[config.mk]
export PLATFORM = sky130hd
export DESIGN_NAME = engine_result_arbiter
export DESIGN_NICKNAME = d
export VERILOG_FILES = /design/src/rtl/engine_result_arbiter.sv
export SDC_FILE = /design/constraint.sdc
export NUM_CORES = 1
export LEC_CHECK = 0
export BUFFER_PORTS_ARGS = -buffer_cell sky130_fd_sc_hd__buf_2
export CAP_MARGIN = 20
export CORE_UTILIZATION = 58
export DETAILED_ROUTE_END_ITERATION = 6
export PLACE_DENSITY_LB_ADDON = 0.3
export SYNTH_ARGS = -nofsm -noshare
export SYNTH_HDL_FRONTEND = slang
export SYNTH_SLANG_ARGS = --single-unit
[constraint.sdc]
create_clock -name clk_iCLK -period 6.5 [get_ports clk_iCLK]
set_clock_uncertainty 0.15 [all_clocks]
set_input_delay 0.65 -clock clk_iCLK [delete_from_list [all_inputs] [get_ports clk_iCLK]]
set_output_delay 0.65 -clock clk_iCLK [all_outputs]
set_load 0.01 [all_outputs]
[src/rtl/engine_result_arbiter.sv]
// rtl/engine_result_arbiter.sv - round-robin drain of engine results into the VGA frame buffer
// Grants one engine per two cycles, registers its word, and writes itr to address x + y*H_RES.
module engine_result_arbiter #(
  parameter int NUM_PROC = 12,
  parameter int H_RES    = 640,
  parameter int V_RES    = 480,
  parameter int ADDR_W   = 19
) (
  input  logic                clk_iCLK,
  input  logic                iRST_N,
  input  logic [NUM_PROC-1:0] engine_req,
  output logic [NUM_PROC-1:0] req_ack,
  input  logic [26:0]         eng_word,
  input  logic                frame_start,
  output logic                ram_wr_en,
  output logic [ADDR_W-1:0]   ram_addr,
  output logic [7:0]          ram_data,
  output logic                frame_done,
  output logic                coord_err,
  output logic [ADDR_W-1:0]   pix_count
);

  localparam int                IDX_W    = (NUM_PROC > 1) ? $clog2(NUM_PROC) : 1;
  localparam logic [IDX_W-1:0]  LAST_IDX = IDX_W'(NUM_PROC - 1);
  localparam logic [ADDR_W-1:0] LAST_PIX = ADDR_W'(H_RES * V_RES - 1);
  localparam logic [ADDR_W-1:0] H_RES_A  = ADDR_W'(H_RES);

  typedef enum logic [1:0] {S_IDLE, S_GRANT, S_WRITE} state_t;

  state_t              state_q, state_d;
  logic [IDX_W-1:0]    last_q, last_d;
  logic [IDX_W-1:0]    win_q, win_d;
  logic [ADDR_W-1:0]   addr_q, addr_d;
  logic [ADDR_W-1:0]   pix_q, pix_d;
  logic [7:0]          data_q, data_d;
  logic                valid_q, valid_d;
  logic                err_q, err_d;

  logic [NUM_PROC-1:0] req_m;
  logic                found;
  logic [IDX_W-1:0]    pick;
  logic                wr;

  logic [9:0] eng_x;
  logic [8:0] eng_y;
  logic [7:0] eng_itr;
  logic       coord_ok;

  assign eng_x    = eng_word[26:17];
  assign eng_y    = eng_word[16:8];
  assign eng_itr  = eng_word[7:0];
  assign coord_ok = (32'(eng_x) < H_RES) && (32'(eng_y) < V_RES);

  // The engine just acked may still hold its request during WRITE, so it is masked there.
  always_comb begin : rr_pick
    int idx;
    req_m = engine_req;
    if (state_q == S_WRITE) req_m[last_q] = 1'b0;
    found = 1'b0;
    pick  = '0;
    for (int i = 0; i < NUM_PROC; i++) begin
      idx = int'(last_q) + 1 + i;
      if (idx >= NUM_PROC) idx = idx - NUM_PROC;
      if (!found && req_m[idx[IDX_W-1:0]]) begin
        found = 1'b1;
        pick  = idx[IDX_W-1:0];
      end
    end
  end

  always_ff @(posedge clk_iCLK or negedge iRST_N) begin
    if (!iRST_N) begin
      state_q <= S_IDLE;
      last_q  <= LAST_IDX;
      win_q   <= '0;
      addr_q  <= '0;
      data_q  <= '0;
      valid_q <= 1'b0;
      err_q   <= 1'b0;
      pix_q   <= '0;
    end else begin
      state_q <= state_d;
      last_q  <= last_d;
      win_q   <= win_d;
      addr_q  <= addr_d;
      data_q  <= data_d;
      valid_q <= valid_d;
      err_q   <= err_d;
      pix_q   <= pix_d;
    end
  end

  always_comb begin : next_state
    state_d = state_q;
    case (state_q)
      S_IDLE:  if (found) state_d = S_GRANT;
      S_GRANT: state_d = S_WRITE;
      S_WRITE: state_d = found ? S_GRANT : S_IDLE;
      default: state_d = S_IDLE;
    endcase
  end

  always_comb begin : datapath_next
    win_d   = win_q;
    last_d  = last_q;
    addr_d  = addr_q;
    data_d  = data_q;
    valid_d = valid_q;
    err_d   = err_q;
    if (state_q != S_GRANT && found) win_d = pick;
    if (state_q == S_GRANT) begin
      last_d  = win_q;
      addr_d  = ADDR_W'(eng_x) + ADDR_W'(eng_y) * H_RES_A;
      data_d  = eng_itr;
      valid_d = coord_ok;
      if (!coord_ok) err_d = 1'b1;
    end
  end

  always_comb begin : outputs
    req_ack = '0;
    wr      = 1'b0;
    case (state_q)
      S_GRANT: req_ack[win_q] = 1'b1;
      S_WRITE: wr = valid_q;
      default: ;
    endcase
  end

  // A coincident frame_start makes this write pixel 0 of the new frame.
  always_comb begin : pixel_next
    pix_d = pix_q;
    if (frame_start)
      pix_d = wr ? ADDR_W'(1) : '0;
    else if (wr)
      pix_d = (pix_q == LAST_PIX) ? '0 : pix_q + ADDR_W'(1);
  end

  assign frame_done = wr && !frame_start && (pix_q == LAST_PIX);
  assign ram_wr_en  = wr;
  assign ram_addr   = addr_q;
  assign ram_data   = data_q;
  assign coord_err  = err_q;
  assign pix_count  = pix_q;

endmodule

Word level (Yosys, flattened, before mapping). Index checks and enable logic that the tools add are counted.

Input port bits: 42. Logic and storage cells: 179. Register bits: 58. Output and inout bits: 61.

Add/subtract/negate cells: 26. Muxes and demuxes: 74. Order comparisons: 30. Equality and inequality tests: 5. Multiply operators: 1. Reductions and logical operators: 32. Bitwise logic cells: 3.

Operators with widths (count): two-way mux 4 bit (24); < comparator 4 x 5 -> 1 bit, second input constant (14); >= comparator 6 x 4 -> 1 bit, second input constant (11); two-way mux 19 bit (3); binary-select mux 1 bit (select 4 bit) (12); subtractor 4 bit, second input constant (12); two-way mux 1 bit (29); adder 5 x 3 -> 6 bit, second input constant (4); adder 5 x 4 -> 6 bit, second input constant (4); two-way mux 12 bit (2); adder 10 x 19 -> 19 bit (1); adder 19 x 1 -> 19 bit, second input constant (1); == test 19 bit, second input constant (1); logical AND 1 bit (17); adder 5 x 2 -> 6 bit, second input constant (2); AND 12 bit (1); logical NOT 1 bit (12); multiplier 9 x 3 -> 12 bit, second input constant (1); NOT 12 bit (1); < comparator 10 bit, second input constant (1); < comparator 9 bit, second input constant (1); demux 1 bit (select 4 bit) (2); >= comparator 4 x 1 -> 1 bit, second input constant (2); adder 5 x 1 -> 6 bit, second input constant (1); 12 further kinds (12).

Depth between registers and ports, before layout. Gate-level depths: netlist of the first run.

Word-level depth: 45. Mapped depth: 22.

Worst setup path before layout of the first run. Ideal clock, no wire load.

Path type: register -> register. Start point: register last_q[1]. End point: register win_q[2]. Path slack: 0.991 ns. Cell stages (with the launch flop): 22. Data arrival time: 5.220 ns. Setup time: 0.139 ns. Buffers on the path: 4. Period minus slack after synthesis: 5.509 ns. Cells stage by stage: dfstp_2 > buf_2 > inv_1 > ha_1 > buf_2 > clkbuf_1 > inv_1 > ha_1 > nor3_1 > a211oi_2 > xnor2_1 > ha_1 > nor3_2 > a21oi_1 > mux2_2 > a211o_1 > or4_1 > buf_2 > or3_1 > o21ba_1 > or3_1 > nor3b_2.

Word-level cells in the longest chain between the ends: 44. Elaborated cells on any way between the ends: 127. Those cells by class: add/sub: 24; order compare: 14; mux: 63; bitwise: 2; reduce/logical: 24.

RTL lines: start: declaration (line 31) `logic [IDX_W-1:0] last_q, last_d;`; start signal: assignment (line 83) `last_q <= last_d;`; parallel branches: the longest is 44 deep, another holds adder 5 x 1 -> 6 bit; end signal: assignment (line 84) `win_q <= win_d;`; end: declaration (line 32) `logic [IDX_W-1:0] win_q, win_d;`.

Several ways; the timed one is not identified. The select of a mux whose other input is x is not followed. A chain may end at the register's enable or synchronous reset.

Worst setup path after layout of the first run.
Start point: register last_q[1]. End point: register win_q[1].

Same word-level chain as after synthesis.

==> results of run 1 <==
==> metrics by stage <==
stage	hold slack, ns	util (%)	std cells	setup slack, ns
2_1_floorplan	0.204	-	786	0.991
3_3_place_gp	0.287	65.6	995	0.910
3_5_place_dp	0.294	65.6	995	0.676
4_1_cts	0.315	67.7	1010	0.631
5_1_grt	0.339	67.7	1010	0.211
6_report	0.294	67.7	1010	0.554
==> state kept, by name (all words and copies together) (netlist names) <==
register and count:
last_q 4, state_q 2, coord_err 1, valid_q 1
ram_addr 19, pix_count 19, ram_data 8, win_q 4
==> worst max-delay path by stage <==
stage	endpoint	cells past startpoint
after floorplan	win_q[2]$_DFFE_PN0P_	21
after global placement	win_q[2]$_DFFE_PN0P_	18
after detailed placement	win_q[1]$_DFFE_PN0P_	18
after CTS	win_q[1]$_DFFE_PN0P_	18
after global routing	win_q[2]$_DFFE_PN0P_	18
final	win_q[1]$_DFFE_PN0P_	18
==> cell usage in the layout, fill, tap and decap left out, types with 19 or more instances in the layout <==
master    instances
a21oi_1          51
and3_1           19
buf_2           102
dfrtp_1          55
ha_1             41
inv_1            36
nand2_1         110
nand2b_1         25
nand3_1          20
nor2_1           51
o21ai_0          62
xnor2_1          27
==> worst max-delay path, delay by kind of cell, from the launching register on <==
kind | cells | cell delay (ns)
muxes | 1 | 0.31
and+or+nand+nor | 7 | 2.04
buffers and inverters | 1 | 0.16
xor gates and xnor gates | 1 | 0.34
AOI/OAI and AO/OA | 5 | 0.90
DFF | 1 | 0.74
adders and majority gates | 3 | 1.21
==> kinds of logic (layout without fill, tap and decap cells) <==
group | after synthesis | count (layout) | share of synthesized area [%]
xor+xnor | 41 | 41 | 6.41
buf+inv | 80 | 168 | 5.47
simple gates | 310 | 310 | 25.4
flops | 58 | 58 | 23.4
fa+ha+maj | 43 | 43 | 8.88
compound gates | 220 | 220 | 23.3
mux | 34 | 34 | 7.15
==> layout make-up <==
type                    instances  share of cell area, %
inverters                      39                   2.09
clock inverters                 5                   1.12
flip-flops and latches         58                   20.7
well taps                     136                   2.42
clock buffers                  10                   1.96
multi-input cells             648                   63.1
repair buffers                114                   8.55
==> per-layer routing <==
layer / global-route usage (%) / routed length, microns / vias to the layer above
li1: - / - / 3003
met1: 44.0 / 7600 / 2996
met5: 0 / 0 / -
met2: 55.2 / 8630 / 310
met3: 6.99 / 1630 / 58
met4: 13.0 / 607 / 0
==> flow_metrics.py, run 1 <==
metrics = {
    "global_route": {
        "grt_pass1_vias": 5907,
        "grt_use_total_pct": 33.8,
        "overflow": 0,
        "grt_max_degree": 59,
        "grt_pass1_wl_mm": 29.8,
        "grt_antenna_before_repair": 0,
    },
    "floorplan": {
        "ioPinCount": 103,
        "dieArea_sq_um": 11200,
        "core_sq_um": 10400,
        "start_util_pct": 60.1,
        "die_width_microns": 106,
        "die_y_microns": 106,
        "row_count": 37,
    },
    "synthesis": {
        "seq_area_frac_synth_pct": 23.4,
        "syn_area_sq_um": 6230,
        "syn_avg_cell_area_sq_um": 7.92,
        "ys_types": 91,
        "yosysMostFrequentCell": "nand2_1",
        "yosysTopAreaCellShare_pct": 22.1,
        "yosysWarnings": 0,
        "syn_nets": 871,
        "synth_area_leader_cell": "dfrtp_1",
        "ys_top_cells_by_area": "dfrtp_1 22%, ha_1 8.2%, nand2_1 6.6%, o21ai_0 5.0%, a21oi_1 4.1%",
        "synth_edf_count": 0,
        "synth_flop_cell": "dfrtp_1",
        "synthCells": 786,
        "synthTopCellsByCount": "110 x nand2_1, 62 x o21ai_0, 55 x dfrtp_1, 51 x a21oi_1, 51 x nor2_1",
        "async_flop_share_pct": 100,
        "ys_ff_latch": 58,
    },
    "detailed_routing": {
        "routed-via-count": 6367,
        "first_pass_iters": 5,
        "wirelength_mm": 18.5,
        "viasPerCell": 6.30,
        "wl_per_cell_microns": 18.3,
        "drt_iter0_drc": 608,
        "ant_nets": 0,
        "drc": 0,
    },
    "setup_path": {
        "cp-start-kind": "flip-flop",
        "r2r_slack_ns": 0.55,
        "rr_startpoint": "last_q[1]$_DFFE_PN1P_",
        "r2r-end": "win_q[1]$_DFFE_PN0P_",
        "path_cells": "inv_1 -> ha_1 -> ha_1 -> nor2b_1 -> nor2_1 -> xnor2_1 -> ha_1 -> nor3b_1 -> a211oi_1 -> a21oi_1 -> mux2_2 -> o211ai_1 -> nand3_1 -> or4_1 -> or4_4 -> o21ai_4 -> nand2_1 -> a221oi_2",
        "cp.arrival_ns": 6.04,
        "cp-end-kind": "flip-flop",
        "r2r_cells": 18,
        "path_max_fanout": 18,
        "slowest_stage": "dfstp_2",
        "critPathMaxStageDelay_ns": 0.74,
        "crit_required_ns": 6.60,
        "cp-startpoint": "last_q[1]$_DFFE_PN1P_",
        "cpMostUsedCell": "ha_1",
        "critPathKind": "flip-flop to flip-flop",
    },
    "timing": {
        "setup_viol": 0,
        "final.setup.tns_ns": 0,
        "slew_headroom_pct": 33.6,
        "period_minus_slack_ns": 5.95,
        "slew_violations": 0,
        "rsz0062_at_grt": "false",
        "hold_viol": 0,
        "timing.final.crit_share_pct": 91.5,
        "max_freq_ghz": 0.168,
        "tightest_slew_ns": 0.992,
    },
    "clock_network": {
        "clock-sinks": 58,
        "ctsHoldBuffers": 0,
        "post_cts_buffers": 0,
        "htree_levels": 3,
        "numCtsBuffers": 9,
        "cts-root-buf": "clkbuf_8",
        "clockBufferDepth": 2,
        "cts_tree": "yes",
        "clock_latency_ns": 0.34,
        "cts-resized-gates": 0,
        "clkTransAtPathRegs_ns": 0.07,
    },
    "cells_and_area": {
        "fin_area_sq_um": 7020,
        "area_delta_synth_final_pct": 12.7,
        "drive_above_1_share_pct": 20.5,
        "nFillCells": 883,
        "n_antenna_cell": 0,
        "multiInputGateArea_sq_um": 4430,
        "final_nets": 955,
        "ff_latch_area_sq_um": 1460,
    },
    "flow_run": {
        "drv_cap": 0,
    },
    "placed_design": {
        "gp_congestion": 0.940,
        "placed_cell_area_sq_um": 6800,
        "place_hpwl_mm": 14.1,
        "port_buffers": 102,
    },
    "run_status": {
        "outcome": "complete, no violations",
    },
    "worst_hold_path": {
        "hold_path.class": "input port to asynchronous set/reset pin",
    },
}
Power of run 1 is not shown: default switching activity piles up to over one toggle a cycle in this logic, so the estimate is an artifact.
==> run 2: changes to the inputs <==
==> constraint.sdc (replaced) <==
create_clock -name clk_iCLK -period 6.5 [get_ports clk_iCLK]
set_clock_uncertainty 0.15 [all_clocks]
set_input_delay 0.325 -clock clk_iCLK [delete_from_list [all_inputs] [get_ports clk_iCLK]]
set_output_delay 0.325 -clock clk_iCLK [all_outputs]
set_load 0.01 [all_outputs]
==> run 2 against run 1 <==
The flow now finishes with violations (negative hold slack). Die area is the same. Cell area down 0.16%. Core utilization fell by 0.11 points. Sequential cell count did not move. Wire length down 0.78%. Sequential share of layout area barely moved. Setup slack gained 0.055 ns. Critical path depth is the same. First-iteration DRC count fell by 2.3%.
==> flow_metrics.py, run 2 (same netlist as run 1, synthesis figures left out) <==
metrics = {
    "run_status": {
        "outcome": "complete, but fails checks",
        "violations": "negative hold slack",
    },
    "setup_path": {
        "r2r-end": "win_q[1]$_DFFE_PN0P_",
        "rr_startpoint": "last_q[1]$_DFFE_PN1P_",
        "critPathMaxStageDelay_ns": 0.73,
        "slowest_stage": "dfstp_2",
        "cp-start-kind": "flip-flop",
        "path_cells": "inv_1 -> ha_1 -> ha_1 -> nor2b_1 -> nor2_1 -> xnor2_1 -> ha_1 -> a2111oi_0 -> a21oi_1 -> a31oi_1 -> mux2_2 -> o211ai_1 -> nand3_1 -> or4_1 -> or4_4 -> o21ai_4 -> nand2_1 -> a221oi_2",
        "r2r_cells": 18,
        "cp-end-kind": "flip-flop",
        "cp.arrival_ns": 6.00,
        "r2r_slack_ns": 0.61,
        "path_max_fanout": 18,
        "crit_required_ns": 6.61,
        "cpMostUsedCell": "ha_1",
        "critPathKind": "flip-flop to flip-flop",
    },
    "global_route": {
        "grt_antenna_before_repair": 0,
        "grt_max_degree": 59,
        "grt_use_total_pct": 33.6,
        "overflow": 0,
        "grt_pass1_wl_mm": 29.6,
        "grt_pass1_vias": 6019,
    },
    "timing": {
        "slew_headroom_pct": 32.1,
        "rsz0062_at_grt": "false",
        "fin_hold_ws_ns": -0.0260,
        "slew_violations": 0,
        "hold_viol": 39,
        "max_freq_ghz": 0.170,
        "final.setup.tns_ns": 0,
        "period_minus_slack_ns": 5.89,
        "tightest_slew_ns": 1.01,
        "setup_viol": 0,
        "timing.final.crit_share_pct": 90.6,
    },
    "cells_and_area": {
        "final_common_cell": "nand2_1",
        "area_delta_synth_final_pct": 12.6,
        "n_antenna_cell": 0,
        "layout_common_cells": "110 x nand2_1, 102 x buf_2, 62 x o21ai_0",
        "final_nets": 955,
        "drive_above_1_share_pct": 20.5,
        "nFillCells": 883,
    },
    "detailed_routing": {
        "wirelength_mm": 18.3,
        "first_pass_iters": 6,
        "ant_nets": 0,
        "routed-via-count": 6324,
        "drt_iter0_drc": 594,
        "viasPerCell": 6.26,
        "drc": 0,
        "wl_per_cell_microns": 18.1,
    },
    "floorplan": {
        "row_count": 37,
        "dieArea_sq_um": 11200,
        "die_y_microns": 106,
        "start_util_pct": 60.1,
        "die_width_microns": 106,
        "core_sq_um": 10400,
        "ioPinCount": 103,
    },
    "worst_hold_path": {
        "hold_path.class": "input port to asynchronous set/reset pin",
    },
    "placed_design": {
        "port_buffers": 102,
        "place_hpwl_mm": 14.1,
        "gp_congestion": 0.935,
    },
    "clock_network": {
        "post_cts_buffers": 0,
        "cts-root-buf": "clkbuf_8",
        "numCtsBuffers": 9,
        "cts-resized-gates": 0,
        "clockBufferDepth": 2,
        "clock-sinks": 58,
        "ctsHoldBuffers": 0,
        "clkTransAtPathRegs_ns": 0.07,
        "cts_tree": "yes",
        "htree_levels": 3,
        "clock_latency_ns": 0.35,
    },
    "flow_run": {
        "drv_cap": 0,
    },
}
-- run 2: how the worst max path moves through the flow --
stage	start	to	slack [ns]
2_1_floorplan	last_q[1]$_DFFE_PN1P_	win_q[2]$_DFFE_PN0P_	0.99
3_5_place_dp	last_q[1]$_DFFE_PN1P_	win_q[2]$_DFFE_PN0P_	0.79
4_1_cts	last_q[1]$_DFFE_PN1P_	win_q[1]$_DFFE_PN0P_	0.74
5_1_grt	last_q[1]$_DFFE_PN1P_	win_q[2]$_DFFE_PN0P_	0.23
6_report	last_q[1]$_DFFE_PN1P_	win_q[1]$_DFFE_PN0P_	0.61
3_3_place_gp	last_q[1]$_DFFE_PN1P_	win_q[2]$_DFFE_PN0P_	0.91
-- run 2: cell type report --
type | instances | area (sq um) | area share [%]
clock buffers | 12 | 155 | 2.21
clock inverters | 4 | 50.0 | 0.714
inverters | 39 | 146 | 2.09
multi-input cells | 648 | 4430 | 63.2
flip-flops and latches | 58 | 1460 | 20.8
well taps | 136 | 170 | 2.43
repair buffers | 114 | 601 | 8.57
-- run 2: layer usage --
| layer | wire (microns) | vias up | global-route usage [%] |
|---|---|---|---|
| met5 | 0 | - | 0 |
| met4 | 539 | 0 | 10.0 |
| met3 | 1720 | 50 | 10.0 |
| met2 | 8610 | 300 | 55.5 |
| met1 | 7450 | 2972 | 42.2 |
| li1 | - | 3002 | - |
-- run 2: stage by stage --
stage                     worst slack (ns)  instances  util, %  area [sq um]  hold slack [ns]
after floorplan                      0.991        786        -          6230           -0.121
after global routing                 0.229       1011     67.6          7010          0.00613
after CTS                            0.740       1011     67.6          7010         0.000587
after detailed placement             0.792        995     65.6          6800            0.293
after global placement               0.906        995     65.6          6800            0.288
final                                0.609       1011     67.6          7010          -0.0260
-- run 2: worst max-delay path, delay by kind of cell, from the launching register on --
| family | cells | cell delay, ns |
|---|---|---|
| simple gates | 6 | 1.94 |
| xor+xnor | 1 | 0.32 |
| flops | 1 | 0.73 |
| mux | 1 | 0.32 |
| buf+inv | 1 | 0.15 |
| fa+ha+maj | 3 | 1.19 |
| compound gates | 6 | 0.98 |
Power of run 2 is left out for the same reason.
==> run 3: changes to the inputs <==
==> constraint.sdc (replaced) <==
create_clock -name clk_iCLK -period 5.48 [get_ports clk_iCLK]
set_clock_uncertainty 0.15 [all_clocks]
set_input_delay 0.274 -clock clk_iCLK [delete_from_list [all_inputs] [get_ports clk_iCLK]]
set_output_delay 0.274 -clock clk_iCLK [all_outputs]
set_load 0.01 [all_outputs]
==> run 3 against run 2 <==
Critical path depth up 1. Hold slack better by 0.13 ns. Fmax is 13% higher. First-iteration DRC count down 13%. Cell area up 5.7%. Core utilization rose by 3.8 points. Critical path type unchanged. The flow now finishes without violations. Register-to-register slack worse by 0.34 ns.
==> flow_metrics.py, run 3 (same netlist as run 1, synthesis figures left out) <==
metrics = {
    "run_status": {
        "outcome": "complete, no violations",
    },
    "timing": {
        "timing.final.crit_share_pct": 95.1,
        "setup_viol": 0,
        "slew_headroom_pct": 28.0,
        "final.setup.tns_ns": 0,
        "rsz0062_at_grt": "false",
        "hold_viol": 0,
        "slew_violations": 0,
        "tightest_slew_ns": 1.08,
        "period_minus_slack_ns": 5.21,
        "max_freq_ghz": 0.192,
    },
    "floorplan": {
        "row_count": 37,
        "dieArea_sq_um": 11200,
        "core_sq_um": 10400,
        "die_y_microns": 106,
        "die_width_microns": 106,
        "ioPinCount": 103,
        "start_util_pct": 60.1,
    },
    "clock_network": {
        "clkTransAtPathRegs_ns": 0.07,
        "clock_latency_ns": 0.34,
        "htree_levels": 3,
        "cts_tree": "yes",
        "clock-sinks": 58,
        "cts-root-buf": "clkbuf_8",
        "clockBufferDepth": 2,
        "numCtsBuffers": 9,
    },
    "detailed_routing": {
        "wl_per_cell_microns": 18.1,
        "viasPerCell": 6.25,
        "wirelength_mm": 18.9,
        "drc": 0,
        "ant_nets": 0,
        "drt_iter0_drc": 516,
        "routed-via-count": 6530,
        "first_pass_iters": 5,
    },
    "cells_and_area": {
        "multiInputGateArea_sq_um": 4460,
        "layout_common_cells": "110 x nand2_1, 102 x buf_2, 61 x o21ai_0",
        "final_nets": 988,
        "final_common_cell": "nand2_1",
        "area_delta_synth_final_pct": 18.9,
        "drive_above_1_share_pct": 22.2,
        "n_antenna_cell": 0,
        "ff_latch_area_sq_um": 1460,
        "nFillCells": 818,
    },
    "flow_run": {
        "drv_cap": 0,
    },
    "setup_path": {
        "critPathKind": "flip-flop to flip-flop",
        "path_max_fanout": 9,
        "cp-end-kind": "flip-flop",
        "crit_required_ns": 5.55,
        "cp-start-kind": "flip-flop",
        "cp.arrival_ns": 5.28,
    },
    "global_route": {
        "grt_antenna_before_repair": 0,
        "grt_pass1_wl_mm": 31.1,
        "overflow": 0,
        "grt_pass1_vias": 6415,
        "grt_use_total_pct": 35.0,
        "grt_max_degree": 59,
    },
    "placed_design": {
        "port_buffers": 102,
        "gp_congestion": 1.02,
        "place_hpwl_mm": 13.9,
    },
    "worst_hold_path": {
        "hold_path.class": "input port to flip-flop",
    },
}
[run 3: worst paths after layout]
path,endpoint,cells past startpoint,from,slack (ns)
min,ram_addr[7]$_DFFE_PN0P_,4,eng_word[24],0.11
max reg2reg,win_q[2]$_DFFE_PN0P_,19,last_q[0]$_DFFE_PN1P_,0.27
min reg2reg,coord_err$_DFFE_PN0P_,1,coord_err$_DFFE_PN0P_,0.31
max in group asynchronous,win_q[3]$_DFFE_PN0P_,3,iRST_N,4.20
max,win_q[2]$_DFFE_PN0P_,19,last_q[0]$_DFFE_PN1P_,0.27
min in group asynchronous,pix_count[9]$_DFFE_PN0P_,3,iRST_N,0.46
[run 3: timing repair]
action,4_1_cts,5_1_grt
setup buffers,0,6
gates resized for setup,0,7
hold endpoints to repair,70,0
hold buffers,16,0
setup endpoints to repair,0,4
[run 3: area by class of cell]
class	instances	share of cell area (%)
multi-input combinational	648	60.2
sequential	58	19.6
timing repair buffer	147	12.0
tap	136	2.30
clock buffer	12	2.23
inverter	39	1.98
clock inverter	4	1.62
[run 3: critical path, stage by stage, from the launching register on]
cell and delay [ns]:
dfstp_2 0.57, ha_1 0.28, xnor2_4 0.08, inv_1 0.11, ha_1 0.24, nor2b_1 0.24, nor2_1 0.08, xnor2_1 0.20
ha_2 0.30, nor3b_1 0.08, a211oi_1 0.25, a31oi_1 0.07, mux2_2 0.33, o211ai_1 0.15, nand3_1 0.24, or4_4 0.64
or3_1 0.42, o21ba_1 0.19, or3_1 0.30, nor3b_2 0.16
[run 3: per-layer routing]
metal / up-vias / GRT usage, % / share of wire [%]
met5: - / 0 / 0
met4: 0 / 14.6 / 3.6
met3: 58 / 9.46 / 8.0
met2: 284 / 58.6 / 47
met1: 3125 / 42.6 / 41
li1: 3063 / - / -
[run 3: through the flow]
stage | cells | hold WS [ns] | instance area [sq um] | setup WS (ns) | utilization, %
2_1_floorplan | 786 | -0.172 | 6230 | 0.0953 | -
3_5_place_dp | 1006 | 0.294 | 6890 | 0.0415 | 66.4
3_3_place_gp | 1006 | 0.290 | 6890 | 0.293 | 66.4
5_1_grt | 1044 | 0.118 | 7410 | 0.00537 | 71.4
4_1_cts | 1038 | 0.0931 | 7330 | 0.00657 | 70.7
6_report | 1044 | 0.108 | 7410 | 0.270 | 71.4
Power of run 3 is left out for the same reason.
